--- src/rtl/comp_pkg.sv ---
// Shared types for the serial nibble-cascade comparator: FSM states,
// cascade result encoding and the nibble width.
package comp_pkg;

   localparam int NIB_W = 4;

   typedef enum logic [1:0] {
      ST_IDLE   = 2'b00,
      ST_ACCUM  = 2'b01,
      ST_RESULT = 2'b10
   } fsm_state_e;

   typedef enum logic [1:0] {
      CASC_EQ = 2'b00,
      CASC_LT = 2'b01,
      CASC_GT = 2'b10
   } casc_e;

   // Maps a cascade state onto the {eq, lt, gt} one-hot output vector.
   function automatic logic [2:0] casc_onehot(input casc_e c);
      logic [2:0] oh;
      case (c)
         CASC_EQ: oh = 3'b100;
         CASC_LT: oh = 3'b010;
         CASC_GT: oh = 3'b001;
         default: oh = 3'b000;
      endcase
      return oh;
   endfunction

endpackage

--- src/rtl/nib_cmp.sv ---
// One stage of the magnitude cascade: an undecided (EQ) input is resolved by
// an unsigned nibble compare, a decided input passes straight through.
module nib_cmp
   import comp_pkg::*;
(
   input  logic [NIB_W-1:0] a_nib,
   input  logic [NIB_W-1:0] b_nib,
   input  casc_e            casc_in,
   output casc_e            casc_out
);

   // Cascade resolution for the current nibble pair.
   always_comb begin
      casc_out = casc_in;
      if (casc_in != CASC_EQ) begin
         casc_out = casc_in;
      end else if (a_nib < b_nib) begin
         casc_out = CASC_LT;
      end else if (a_nib > b_nib) begin
         casc_out = CASC_GT;
      end else begin
         casc_out = CASC_EQ;
      end
   end

endmodule

--- src/rtl/serial_cascade_comp.sv ---
// Serial magnitude comparator: operands arrive MSB nibble first over a
// valid/ready stream, the one-hot verdict is held until the consumer takes it.
module serial_cascade_comp
   import comp_pkg::*;
#(
   parameter int MAX_NIBBLES = 4
) (
   input  logic             clk,
   input  logic             rst_n,
   input  logic             in_valid,
   output logic             in_ready,
   input  logic             in_first,
   input  logic             in_last,
   input  logic [NIB_W-1:0] a_nib,
   input  logic [NIB_W-1:0] b_nib,
   output logic             out_valid,
   input  logic             out_ready,
   output logic             a_eq_b,
   output logic             a_ls_b,
   output logic             a_gt_b,
   output logic             proto_err
);

   localparam int              CNT_W   = $clog2(MAX_NIBBLES + 1);
   localparam logic [CNT_W-1:0] CNT_MAX = CNT_W'(MAX_NIBBLES);

   fsm_state_e       state_r;
   fsm_state_e       state_nxt_s;
   casc_e            casc_r;
   casc_e            casc_nxt_s;
   casc_e            casc_in_s;
   casc_e            casc_out_s;
   logic [CNT_W-1:0] cnt_r;
   logic [CNT_W-1:0] cnt_nxt_s;
   logic [CNT_W-1:0] beat_cnt_s;
   logic             accept_s;
   logic             overflow_s;
   logic             end_s;
   logic             perr_nxt_s;
   logic             in_ready_r;
   logic             out_valid_r;
   logic [2:0]       res_r;
   logic             proto_err_r;

   // A first beat ignores history, so it enters the cascade as undecided.
   assign casc_in_s  = in_first ? CASC_EQ : casc_r;
   assign beat_cnt_s = in_first ? CNT_W'(1'b1) : (cnt_r + CNT_W'(1'b1));
   assign overflow_s = !in_last && (beat_cnt_s >= CNT_MAX);
   assign end_s      = in_last || overflow_s;
   assign accept_s   = in_valid && in_ready_r;

   nib_cmp u_nib_cmp (
      .a_nib    (a_nib),
      .b_nib    (b_nib),
      .casc_in  (casc_in_s),
      .casc_out (casc_out_s)
   );

   // Next-state, cascade, counter and protocol-error decode.
   always_comb begin
      state_nxt_s = state_r;
      casc_nxt_s  = casc_r;
      cnt_nxt_s   = cnt_r;
      perr_nxt_s  = 1'b0;
      case (state_r)
         ST_IDLE: begin
            if (accept_s && in_first) begin
               casc_nxt_s  = casc_out_s;
               cnt_nxt_s   = beat_cnt_s;
               perr_nxt_s  = overflow_s;
               state_nxt_s = end_s ? ST_RESULT : ST_ACCUM;
            end else if (accept_s) begin
               perr_nxt_s  = 1'b1;
            end else begin
               state_nxt_s = ST_IDLE;
            end
         end
         ST_ACCUM: begin
            if (accept_s) begin
               casc_nxt_s  = casc_out_s;
               cnt_nxt_s   = beat_cnt_s;
               perr_nxt_s  = in_first || overflow_s;
               state_nxt_s = end_s ? ST_RESULT : ST_ACCUM;
            end else begin
               state_nxt_s = ST_ACCUM;
            end
         end
         ST_RESULT: begin
            if (out_ready) begin
               state_nxt_s = ST_IDLE;
               casc_nxt_s  = CASC_EQ;
               cnt_nxt_s   = {CNT_W{1'b0}};
            end else begin
               state_nxt_s = ST_RESULT;
            end
         end
         default: begin
            state_nxt_s = ST_IDLE;
            casc_nxt_s  = CASC_EQ;
            cnt_nxt_s   = {CNT_W{1'b0}};
         end
      endcase
   end

   // State and registered outputs; outputs are derived from the next state so
   // out_valid and the verdict appear on the edge that accepts the last beat.
   always_ff @(posedge clk or negedge rst_n) begin
      if (!rst_n) begin
         state_r     <= ST_IDLE;
         casc_r      <= CASC_EQ;
         cnt_r       <= {CNT_W{1'b0}};
         in_ready_r  <= 1'b1;
         out_valid_r <= 1'b0;
         res_r       <= 3'b000;
         proto_err_r <= 1'b0;
      end else begin
         state_r     <= state_nxt_s;
         casc_r      <= casc_nxt_s;
         cnt_r       <= cnt_nxt_s;
         in_ready_r  <= (state_nxt_s != ST_RESULT);
         out_valid_r <= (state_nxt_s == ST_RESULT);
         res_r       <= (state_nxt_s == ST_RESULT) ? casc_onehot(casc_nxt_s) : 3'b000;
         proto_err_r <= perr_nxt_s;
      end
   end

   assign in_ready  = in_ready_r;
   assign out_valid = out_valid_r;
   assign a_eq_b    = res_r[2];
   assign a_ls_b    = res_r[1];
   assign a_gt_b    = res_r[0];
   assign proto_err = proto_err_r;

endmodule

--- config.mk ---
export PLATFORM = sky130hd
export DESIGN_NAME = serial_cascade_comp
export DESIGN_NICKNAME = d
export VERILOG_FILES = /design/src/rtl/comp_pkg.sv /design/src/rtl/nib_cmp.sv /design/src/rtl/serial_cascade_comp.sv
export SDC_FILE = /design/constraint.sdc
export NUM_CORES = 1
export LEC_CHECK = 0
export BUFFER_PORTS_ARGS = -buffer_cell sky130_fd_sc_hd__clkbuf_2
export CAP_MARGIN = 20
export CORE_ASPECT_RATIO = 0.9
export CORE_UTILIZATION = 50
export DETAILED_ROUTE_END_ITERATION = 10
export GPL_TIMING_DRIVEN = 1
export PLACE_DENSITY_LB_ADDON = 0.2
export SLEW_MARGIN = 20
export SYNTH_ARGS = -nofsm -noshare
export SYNTH_HDL_FRONTEND = slang
export SYNTH_SLANG_ARGS = --single-unit
--- constraint.sdc ---
create_clock -name clk -period 1.6 [get_ports clk]
set_clock_uncertainty 0.05 [all_clocks]
set_input_delay 0.08 -clock clk [delete_from_list [all_inputs] [get_ports clk]]
set_output_delay 0.08 -clock clk [all_outputs]
set_load 0.03 [all_outputs]
# Word-level counts from Yosys, hierarchy flattened
# Index checks and enable logic that the tools add are counted.
[op_classes]
mux = 25
n_eq_ne = 9
n_lt_le_gt_ge = 3
add_sub_neg = 1
reduce_logical = 10
[ops]
columns = ["op", "n"]
rows = [
  ["2-bit 2-to-1 mux", 12],
  ["3-bit one-hot mux with 3 select lines", 2],
  ["3-bit 2-to-1 mux", 5],
  ["2-bit one-hot mux with 3 select lines", 2],
  ["2-bit != test, second input constant", 4],
  ["2-bit equality test, second input constant", 3],
  ["2-bit by 1-bit equality test with 1-bit output, second input constant", 2],
  ["4-bit greater-than comparator", 1],
  ["2-bit zero test", 2],
  ["4-bit < comparator", 1],
  ["3-bit by 1-bit adder with 3-bit output, second input constant", 1],
  ["3-bit greater-or-equal comparator, second input constant", 1],
  ["1-bit logical AND", 3],
  ["1-bit 2-to-1 mux", 3],
  ["3-bit AND reduction", 1],
  ["1-bit logical OR", 2],
  ["1-bit one-hot mux with 2 select lines", 1],
  ["2-bit nonzero test", 1],
  ["1-bit zero test", 1],
]
[word_totals]
output_inout_bits = 6
ff_bits = 13

# Longest topological paths before layout
# Gate-level depths: netlist (run 1).
[logic_depth]
word_depth = 10
mapped_depth = 6
depth_no_buf = 6

# By module
# A second synthesis (run 1) with hierarchy kept.
[hier_totals]
cells_unflattened = 74
area_unflattened_um2 = 779.5
[modules_own_cells]
columns = ["mod", "area_each_um2", "instances", "cells_per_inst", "seq_area_each_um2"]
rows = [
  ["serial_cascade_comp", 655.6, 1, 59, 326.6],
  ["nib_cmp", 123.9, 1, 15, 0.0],
]

# Least setup slack after synthesis (run 1)
# OpenSTA, ideal clock, no wires.
[synth_timing]
path_type = "flip-flop to flip-flop"
startpoint = "register in_ready_r, in the netlist in_ready"
endpoint = "register res_r[1]"
setup_ns = 0.136
path_slack_ns = 0.031
path_stages_with_launch = 5
arrival_time_ns = 1.384
cell_sequence = "dfstp_2 -> nand2_1 -> o311a_1 -> a31o_4 -> nor4b_2"
[synth_via]
elab_chain_cells = 7
word_cells_on_any_way = 15
classes_between = "eq/ne: 3; mux: 9; reduce/logical: 3"
[synth_rtl]
columns = ["item", "line", "source"]
rows = [
  ["start, declared", "serial_cascade_comp.sv:40", "logic in_ready_r;"],
  ["start signal, assigned", "serial_cascade_comp.sv:120", "in_ready_r <= (state_nxt_s != ST_RESULT);"],
  ["1-bit logical AND *", "serial_cascade_comp.sv:50", "assign accept_s = in_valid && in_ready_r;"],
  ["1-bit logical AND", "serial_cascade_comp.sv:67", "if (accept_s && in_first) begin"],
  ["2-bit 2-to-1 mux", "serial_cascade_comp.sv:67", ""],
  ["2-bit one-hot mux with 3 select lines *", "serial_cascade_comp.sv:65", "case (state_r)"],
  ["net casc_nxt_s[0]", "serial_cascade_comp.sv:30", "casc_e casc_nxt_s;"],
  ["2-bit equality test (tied with other cells)", "comp_pkg.sv:22", "case (c)"],
  ["3-bit one-hot mux with 3 select lines *", "comp_pkg.sv:22", ""],
  ["3-bit 2-to-1 mux *", "serial_cascade_comp.sv:122", "res_r <= (state_nxt_s == ST_RESULT) ? casc_onehot(casc_nxt_s) : 3'b000;"],
  ["end signal, assigned", "serial_cascade_comp.sv:122", ""],
  ["end, declared", "serial_cascade_comp.sv:42", "logic [2:0] res_r;"],
]
# The timed path passes the listed nets; every way through them passes the cells marked *.
# A chain may end at the register's enable or synchronous reset.

# Worst setup path after layout (run 1)
# Ends and elaborated chain as after synthesis.

==> results of run 1 <==
==> sequential cells by signal, indices dropped and copies added, names as in the netlist <==
name	flops
state_r	2
res_r	3
casc_r	2
out_valid	1
cnt_r	3
proto_err	1
in_ready	1
==> cell type report <==
cell class | count | share of cell area
Multi-Input combinational cell | 49 | 0.421
Sequential cell | 13 | 0.349
Timing Repair Buffer | 25 | 0.152
Inverter | 7 | 0.0306
Clock buffer | 4 | 0.0280
Tap cell | 15 | 0.0200
==> layout by cell type, fill, tap and decap left out, types with 2 or more instances in the layout <==
master	count
clkbuf_2	19
dfrtp_1	11
inv_1	6
nand2_1	6
ha_1	5
buf_4	5
nor2_1	4
a211oi_2	3
clkbuf_4	3
a2bb2oi_1	2
a21o_1	2
nor2b_1	2
a21oi_1	2
o21ai_1	2
o21ai_0	2
==> critical path, cell delays in order, from the launching register on <==
cell and delay (ns):
dfstp_2 0.56, nand2_1 0.09, o311a_1 0.31, a31o_4 0.23, nor4b_2 0.15
==> cells by family after synthesis <==
group,Yosys count,synth area share
xor+xnor,1,0.0112
simple gates,19,0.144
compound gates,23,0.244
flops,13,0.417
mux,1,0.0192
fa+ha+maj,5,0.0799
buf+inv,10,0.0847
==> metal layers <==
metal | part of all wire | routed length, microns | vias to the layer above | global-route usage
met1 | 0.51 | 792 | 304 | 0.304
met3 | 0.028 | 44 | 0 | 0.0415
met2 | 0.46 | 720 | 11 | 0.336
met4 | 0 | 0 | 0 | 0.0703
met5 | 0 | 0 | - | 0
li1 | - | - | 310 | -
==> metrics by stage <==
stage	area [sq um]	instances
floorplan	783	72
global placement	897	108
detailed placement	897	108
CTS	933	113
global route	940	113
finish	940	113
==> power groups by stage <==
stage / Sequential, mW / Clock [mW] / Combinational (mW)
floorplan: 0.557 / 0 / 0.409
global placement: 0.527 / 0 / 0.555
detailed placement: 0.532 / 0 / 0.562
CTS: 0.526 / 0.213 / 0.566
global route: 0.547 / 0.225 / 0.628
finish: 0.529 / 0.205 / 0.570
==> worst max-delay path by stage <==
stage               startpoint  slack [ns]  cells past startpoint       end
finish                in_ready        0.09                      4  res_r[1]
global route          in_ready       0.002                      4  res_r[0]
CTS                  casc_r[1]        0.07                      5  res_r[2]
detailed placement    b_nib[1]        0.08                      8  res_r[1]
global placement      b_nib[1]        0.08                      8  res_r[1]
floorplan             in_ready        0.03                      4  res_r[1]
==> timing repair <==
item	4_1_cts	5_1_grt
endpoints found under the setup margin	0	2
endpoints found under the hold margin	13	0
hold buffers	1	0
gates resized for setup	0	2
==> impl_metrics.toml, run 1 <==
[logic_synthesis]
yosys.area.top_type = "dfrtp_1"
synth_commonest_cells = "12 x dfrtp_1, 6 x inv_1, 6 x nand2_1"
yosysMostFrequentCell = "dfrtp_1"
synth.area.top_cells = "dfrtp_1 38%, ha_1 8.0%, dfstp_2 3.4%, a211oi_2 3.2%, buf_6 2.9%"
synth-seq-cells = 13
yosys_warnings = 0
synth_cell_type_count = 36
async_flop_share = 1.00
syn_area_sq_um = 783
ys_dominant_reg_cell = "dfrtp_1"
synth.top_cell.area_share = 0.383
synth_area_per_cell_sq_um = 10.9
synthCells = 72
synth_fp_nets = 91
synth-edff-count = 0
seq_area_frac_synth = 0.417

[finish]
nets = 118
seq_area_sq_um = 328
multi_input_area_sq_um = 395
synthToLayoutAreaGrowth_pct = 20.0
final_core_util = 0.649
antenna_cells = 0
drive_gt1_frac = 0.418
fill_cells = 107

[critical_path]
reg2reg_from = "in_ready"
start_kind = "flip-flop"
arrival_ns = 1.62
criticalPathCategory = "flip-flop to flip-flop"
reg2reg_slack_ns = 0.09
crit_required_ns = 1.70
r2r-end = "res_r[1]"
path_max_fanout = 4
cp-end-kind = "flip-flop"
reg2reg_depth = 4

[sta]
finalSetupViolations = 0
fin_ws_ns = 0.0854
hold_viol_final = 0
fin_hold_ws_ns = 0.0582
final.setup.tns_ns = 0
fmax_mhz = 660
rsz0062_at_grt = "no"
final_max_slew_viol_count = 0
worst_pin_slew_ns = 0.345
period_share = 0.947
layout_min_cycle_time_ns = 1.51
worst_slew_margin_rel = 0.769

[drt]
drc = 2
num_vias = 625
vias_per_cell = 5.53
drt_iter0_markers = 14
ant_nets = 0
wirelength_microns = 1560
drtPass1Iterations = 7
wl_per_cell_microns = 13.8

[global_route]
first_global_vias = 592
grt-ovfl-total = 0
grt_use_total = 0.217
grt_max_degree = 14
grt_pass1_wl_microns = 2620
antenna_found_initial = 0

[placement]
place_ws_ns = 0.0812
dp_hpwl_microns = 1200
gp_congestion = 0.785
io_buffers = 19

[pwr]
swShare = 0.396
p_per_area_nw_per_um2 = 1390
peakVddDrop_mv = 0.876
power_mw = 1.30
p_seq_frac = 0.406
internal-power_uw = 787
p_switching_uw = 516
clockPowerShare = 0.157
pwr-share-comb = 0.437
leakagePower_nw = 0.488

[clock_network]
path_clk_slew_ns = 0.09
postCtsSetupBuffers = 0
tritoncts = "done"
cts_buffer_depth = 2
cts_buffers = 3
cts_sinks = 13
clock_latency_ns = 0.27
htree_levels = 1
cts_root_buf = "clkbuf_4"

[worst_hold_path]
hold_path_class = "primary input to flip-flop"
worstHoldStart = "in_last"
min_path_cells = 3
hold_end = "proto_err"

[floorplan]
design.core.area_sq_um = 1450
initial_core_util = 0.541
num_rows = 13
die_w_microns = 43.7
die_h_microns = 39.5
die-area_sq_um = 1730
pin_count = 20

[job]
drv_cap = 0

[outcome]
status = "finished with violations"
violations = "DRC"
Power figures use the tool's default switching activity.
==> inputs of run 2 (changes only) <==
CAP_MARGIN = 15   (was 20)
CTS_CLUSTER_DIAMETER = 200   (was not set)
RECOVER_POWER = 25   (was not set)
==> run 2 against run 1 <==
Compared with the run above:
- the run still ends with DRC left
- total power hardly changed
- clock power about the same
- first-iteration DRC count stayed put
- sequential cell count unchanged
- non-clock buffer count stayed put
- register-to-register slack barely moved
==> impl_metrics.toml, run 2 (synthesis results as in run 1) <==
[critical_path]
reg2reg_slack_ns = 0.09
arrival_ns = 1.62
cp-end-kind = "flip-flop"
path_max_fanout = 4
r2r-end = "res_r[1]"
reg2reg_depth = 4
crit_required_ns = 1.70
start_kind = "flip-flop"
criticalPathCategory = "flip-flop to flip-flop"
reg2reg_from = "in_ready"
timing.critical_path.from = "in_ready"
endpoint = "res_r[1]"

[finish]
final_common_cell = "clkbuf_2"
synthToLayoutAreaGrowth_pct = 19.8
top_regs = "cnt_r: 3 flops, res_r: 3 flops"
nets = 118
drive_gt1_frac = 0.408
antenna_cells = 0
final_cell_mix = "18 x clkbuf_2, 11 x dfrtp_1, 6 x inv_1, 6 x nand2_1"

[pwr]
power_mw = 1.30
peakVddDrop_mv = 0.876
p_per_area_nw_per_um2 = 1390
leakagePower_nw = 0.485

[floorplan]
die_h_microns = 39.5
die-area_sq_um = 1730
design.core.area_sq_um = 1450
pin_count = 20
num_rows = 13
die_w_microns = 43.7
initial_core_util = 0.541

[clock_network]
tritoncts = "done"
htree_levels = 1
path_clk_slew_ns = 0.09
clock_latency_ns = 0.27
cts_root_buf = "clkbuf_4"
cts_sinks = 13
postCtsSetupBuffers = 0
cts_buffer_depth = 2
cts_buffers = 3

[drt]
wl_per_cell_microns = 13.8
ant_nets = 0
drt_iter0_markers = 14
drc = 2
num_vias = 625
wirelength_microns = 1560
vias_per_cell = 5.53
drtPass1Iterations = 7

[placement]
gp_congestion = 0.785
io_buffers = 19
dp_hpwl_microns = 1200

[global_route]
first_global_vias = 592
antenna_found_initial = 0
grt_max_degree = 14
grt-ovfl-total = 0
grt_pass1_wl_microns = 2620
grt_use_total = 0.217

[sta]
layout_min_cycle_time_ns = 1.51
worst_slew_margin_rel = 0.525
fmax_mhz = 660
worst_pin_slew_ns = 0.712
rsz0062_at_grt = "no"
final_max_slew_viol_count = 0
finalSetupViolations = 0
period_share = 0.947
final.setup.tns_ns = 0
hold_viol_final = 0

[outcome]
violations = "DRC"
status = "finished with violations"

[worst_hold_path]
hold_path_class = "primary input to flip-flop"

[job]
drv_cap = 0
==> run 2: final cells by class <==
| class | count | area (sq um) |
|---|---|---|
| clock buffers | 4 | 26.3 |
| fillers | 108 | 509 |
| inverters | 7 | 28.8 |
| multi-input cells | 49 | 395 |
| flip-flops and latches | 13 | 328 |
| well taps | 15 | 18.8 |
| repair buffers | 25 | 141 |
==> run 2: power breakdown <==
part	internal, mW	switching, mW
clock network	0.0964	0.109
logic	0.257	0.312
registers	0.434	0.0949
==> run 2: timing repair <==
| item | in CTS | in global routing |
|---|---|---|
| gates resized for setup | 0 | 2 |
| endpoints found under the setup margin | 0 | 2 |
| hold buffers | 1 | 0 |
| hold endpoints to repair | 13 | 0 |
==> run 2: how the worst min path moves through the flow <==
| stage | startpoint | to | cells after the start |
|---|---|---|---|
| after floorplan | rst_n | casc_r[0] | 0 |
| after global placement | rst_n | state_r[0] | 1 |
| after detailed placement | rst_n | proto_err | 1 |
| after CTS | in_last | proto_err | 3 |
| after global routing | in_last | proto_err | 3 |
| final | in_last | proto_err | 3 |
==> run 2: worst max-delay path: stages, from the launching register on <==
cell	delay, ns
dfstp_2	0.56
nand2_1	0.09
o311a_1	0.31
a31o_4	0.23
nor4b_2	0.15
==> run 2: layer usage <==
| metal | global-route usage | routed length [microns] |
|---|---|---|
| met1 | 0.304 | 791 |
| met5 | 0 | 0 |
| met4 | 0.0703 | 0 |
| met2 | 0.336 | 720 |
| met3 | 0.0415 | 44 |
==> run 2: metrics by stage <==
step / setup slack, ns / instances / utilization / hold slack [ns] / cell area [sq um]
2_1_floorplan: 0.0307 / 72 / - / -0.266 / 783
3_3_place_gp: 0.0849 / 108 / 0.620 / -0.0588 / 897
3_5_place_dp: 0.0812 / 108 / 0.620 / -0.0549 / 897
4_1_cts: 0.0715 / 113 / 0.645 / 0.0524 / 933
5_1_grt: 0.00221 / 113 / 0.648 / 0.0738 / 938
6_report: 0.0854 / 113 / 0.648 / 0.0582 / 938
==> inputs of run 3 (changes only) <==
SYNTH_HIERARCHICAL = 1   (was not set)
==> run 3 against run 2 <==
Compared with the run above:
- the flow still finishes with violations (DRC)
- combinational power rose by 20%
- worst hold slack improved by 0.025 ns
- sequential share of layout area fell by 0.68 points
- highest routed layer is now met4
- critical path depth rose by 2
- cell count rose by 3.5%
==> impl_metrics.toml, run 3 <==
[outcome]
status = "finished with violations"
violations = "DRC"

[critical_path]
criticalPathCategory = "flip-flop to flip-flop"
crit_required_ns = 1.72
cp-end-kind = "flip-flop"
path_max_fanout = 6
reg2reg_depth = 6
arrival_ns = 1.67
reg2reg_from = "cnt_r[0]"
reg2reg_slack_ns = 0.06
critPathSlowestCell = "dfrtp_1"
path_cells = "ha_1, xnor2_1, o21bai_1, a32oi_2, buf_4, nor3b_2"
cpPeakStageDelay_ns = 0.41
start_kind = "flip-flop"
r2r-end = "res_r[1]"

[global_route]
grt_max_degree = 14
grt_pass1_wl_microns = 2320
grt_use_total = 0.196
first_global_vias = 571
grt-ovfl-total = 0
antenna_found_initial = 0

[logic_synthesis]
synth-seq-cells = 13
synth-xor-area-share = 0.0112
synthCells = 74
synthAdderAreaFrac = 0.0803
synth_fp_nets = 93
syn_area_sq_um = 779
synthMuxAreaShare = 0.0193
synth.top_cell.area_share = 0.385
ys_dominant_reg_cell = "dfrtp_1"
seq_area_frac_synth = 0.419
synth.area.top_cells = "dfrtp_1 39%, ha_1 8.0%, inv_1 3.9%, dfstp_2 3.4%, a211oi_2 3.2%"
async_flop_share = 1.00
yosys.area.top_type = "dfrtp_1"
synth-edff-count = 0
yosys_warnings = 6
yosysMostFrequentCell = "dfrtp_1"
synth_area_per_cell_sq_um = 10.5
yosys.area_share.simple = 0.167
synth_top_family_by_area = "compound AO/OA/AOI/OAI gates"
synth_cell_type_count = 33
synth_compound_area_frac = 0.231
synth_commonest_cells = "12 x dfrtp_1, 8 x inv_1, 6 x nor2_1"

[drt]
vias_per_cell = 5.51
wl_per_cell_microns = 13.1
num_vias = 645
ant_nets = 0
drt_iter0_markers = 14
drc = 3
drtPass1Iterations = 7
wirelength_microns = 1540

[clock_network]
cts_root_buf = "clkbuf_4"
clock_latency_ns = 0.28
path_clk_slew_ns = 0.08
cts_buffer_depth = 2
cts_buffers = 3
htree_levels = 1
tritoncts = "done"
cts_sinks = 13

[placement]
gp_congestion = 0.830
dp_hpwl_microns = 1180
io_buffers = 19

[sta]
worst_pin_slew_ns = 0.679
period_share = 0.965
rsz0062_at_grt = "no"
layout_min_cycle_time_ns = 1.54
final_max_slew_viol_count = 0
worst_slew_margin_rel = 0.548
hold_viol_final = 0
finalSetupViolations = 0
final.setup.tns_ns = 0
fmax_mhz = 648

[floorplan]
initial_core_util = 0.538
num_rows = 13
design.core.area_sq_um = 1450
die_h_microns = 39.5
die-area_sq_um = 1720
pin_count = 20
die_w_microns = 43.6

[finish]
antenna_cells = 0
synthToLayoutAreaGrowth_pct = 22.3
top_regs = "cnt_r: 3 flops, res_r: 3 flops"
final_common_cell = "clkbuf_2"
final_cell_mix = "18 x clkbuf_2, 12 x dfrtp_1, 8 x inv_1"
fill_cells = 127
drive_gt1_frac = 0.412
nets = 122

[worst_hold_path]
min_path_cells = 2
worstHoldStart = "in_first"
hold_end = "proto_err"
hold_path_class = "primary input to flip-flop"

[pwr]
p_per_area_nw_per_um2 = 1480
peakVddDrop_mv = 0.903
power_mw = 1.41
leakagePower_nw = 0.504

[job]
drv_cap = 0
## run 3: cell types whose count changed after synthesis, sizes merged, moves of 2 or more
cell | previous run | this run
a22o | 0 | 2
a2bb2oi | 2 | 0
inv | 7 | 9
nand2 | 6 | 3
nor2 | 4 | 6
nor2b | 2 | 5
nor3b | 0 | 2
o21ai | 5 | 3
## run 3: what timing repair did
action / in CTS / in global routing
hold buffers: 1 / 0
gates resized for setup: 0 / 2
hold endpoints to repair: 13 / 0
endpoints found under the setup margin: 3 / 1
pin swaps: 1 / 0
setup buffers: 1 / 0
## run 3: worst max path at each step
stage / cells after the start / start / to
after floorplan: 4 / in_ready / res_r[1]
after global routing: 6 / cnt_r[0] / res_r[2]
after CTS: 6 / cnt_r[0] / res_r[2]
after detailed placement: 5 / cnt_r[0] / res_r[0]
after global placement: 5 / cnt_r[0] / res_r[0]
final: 6 / cnt_r[0] / res_r[1]
## run 3: power by group
part	switching [mW]	total (mW)	internal [mW]
Combinational	0.368	0.682	0.313
Sequential	0.0817	0.528	0.447
Clock	0.111	0.204	0.0927
Total	0.561	1.41	0.852
## run 3: final cells by class
| cell class | count | area [sq um] | share of cell area |
|---|---|---|---|
| clock buffer | 3 | 22.5 | 0.0236 |
| tap | 15 | 18.8 | 0.0197 |
| timing repair buffer | 26 | 149 | 0.156 |
| inverter | 9 | 33.8 | 0.0354 |
| sequential | 13 | 327 | 0.343 |
| clock inverter | 1 | 5.00 | 0.00525 |
| multi-input combinational | 50 | 398 | 0.417 |
## run 3: kinds of logic after synthesis
family,after synthesis
buffers and inverters,11
flip-flops,13
AND/OR/NAND/NOR,22
XOR/XNOR,1
AO/OA/AOI/OAI,21
adder cells (fa/ha/maj),5
multiplexers,1
## run 3: routing by layer
layer  track usage  wire, microns  vias to the layer above
met3        0.0461             94                        2
met4        0.0938             12                        0
met5             0              0                        -
met1         0.237            691                      303
li1              -              -                      321
met2         0.332            740                       19
## run 3: stage by stage
step                hold WS (ns)  instance area, sq um  setup WS (ns)   util  std cells
finish                    0.0827                   953         0.0556  0.659        117
global route              0.0935                   953        0.00131  0.659        117
CTS                       0.0717                   953         0.0779  0.659        117
detailed placement       -0.0598                   908         0.0418  0.627        111
global placement         -0.0648                   908         0.0762  0.627        111
floorplan                 -0.266                   779          0.121      -         74
## run 3: worst max-delay path, delay by kind of cell (launching register included)
family / cells / cell delay (ns)
AND/OR/NAND/NOR: 1 / 0.05
AO/OA/AOI/OAI: 2 / 0.26
buffers and inverters: 1 / 0.17
XOR/XNOR: 1 / 0.26
flip-flops: 1 / 0.41
adder cells (fa/ha/maj): 1 / 0.24
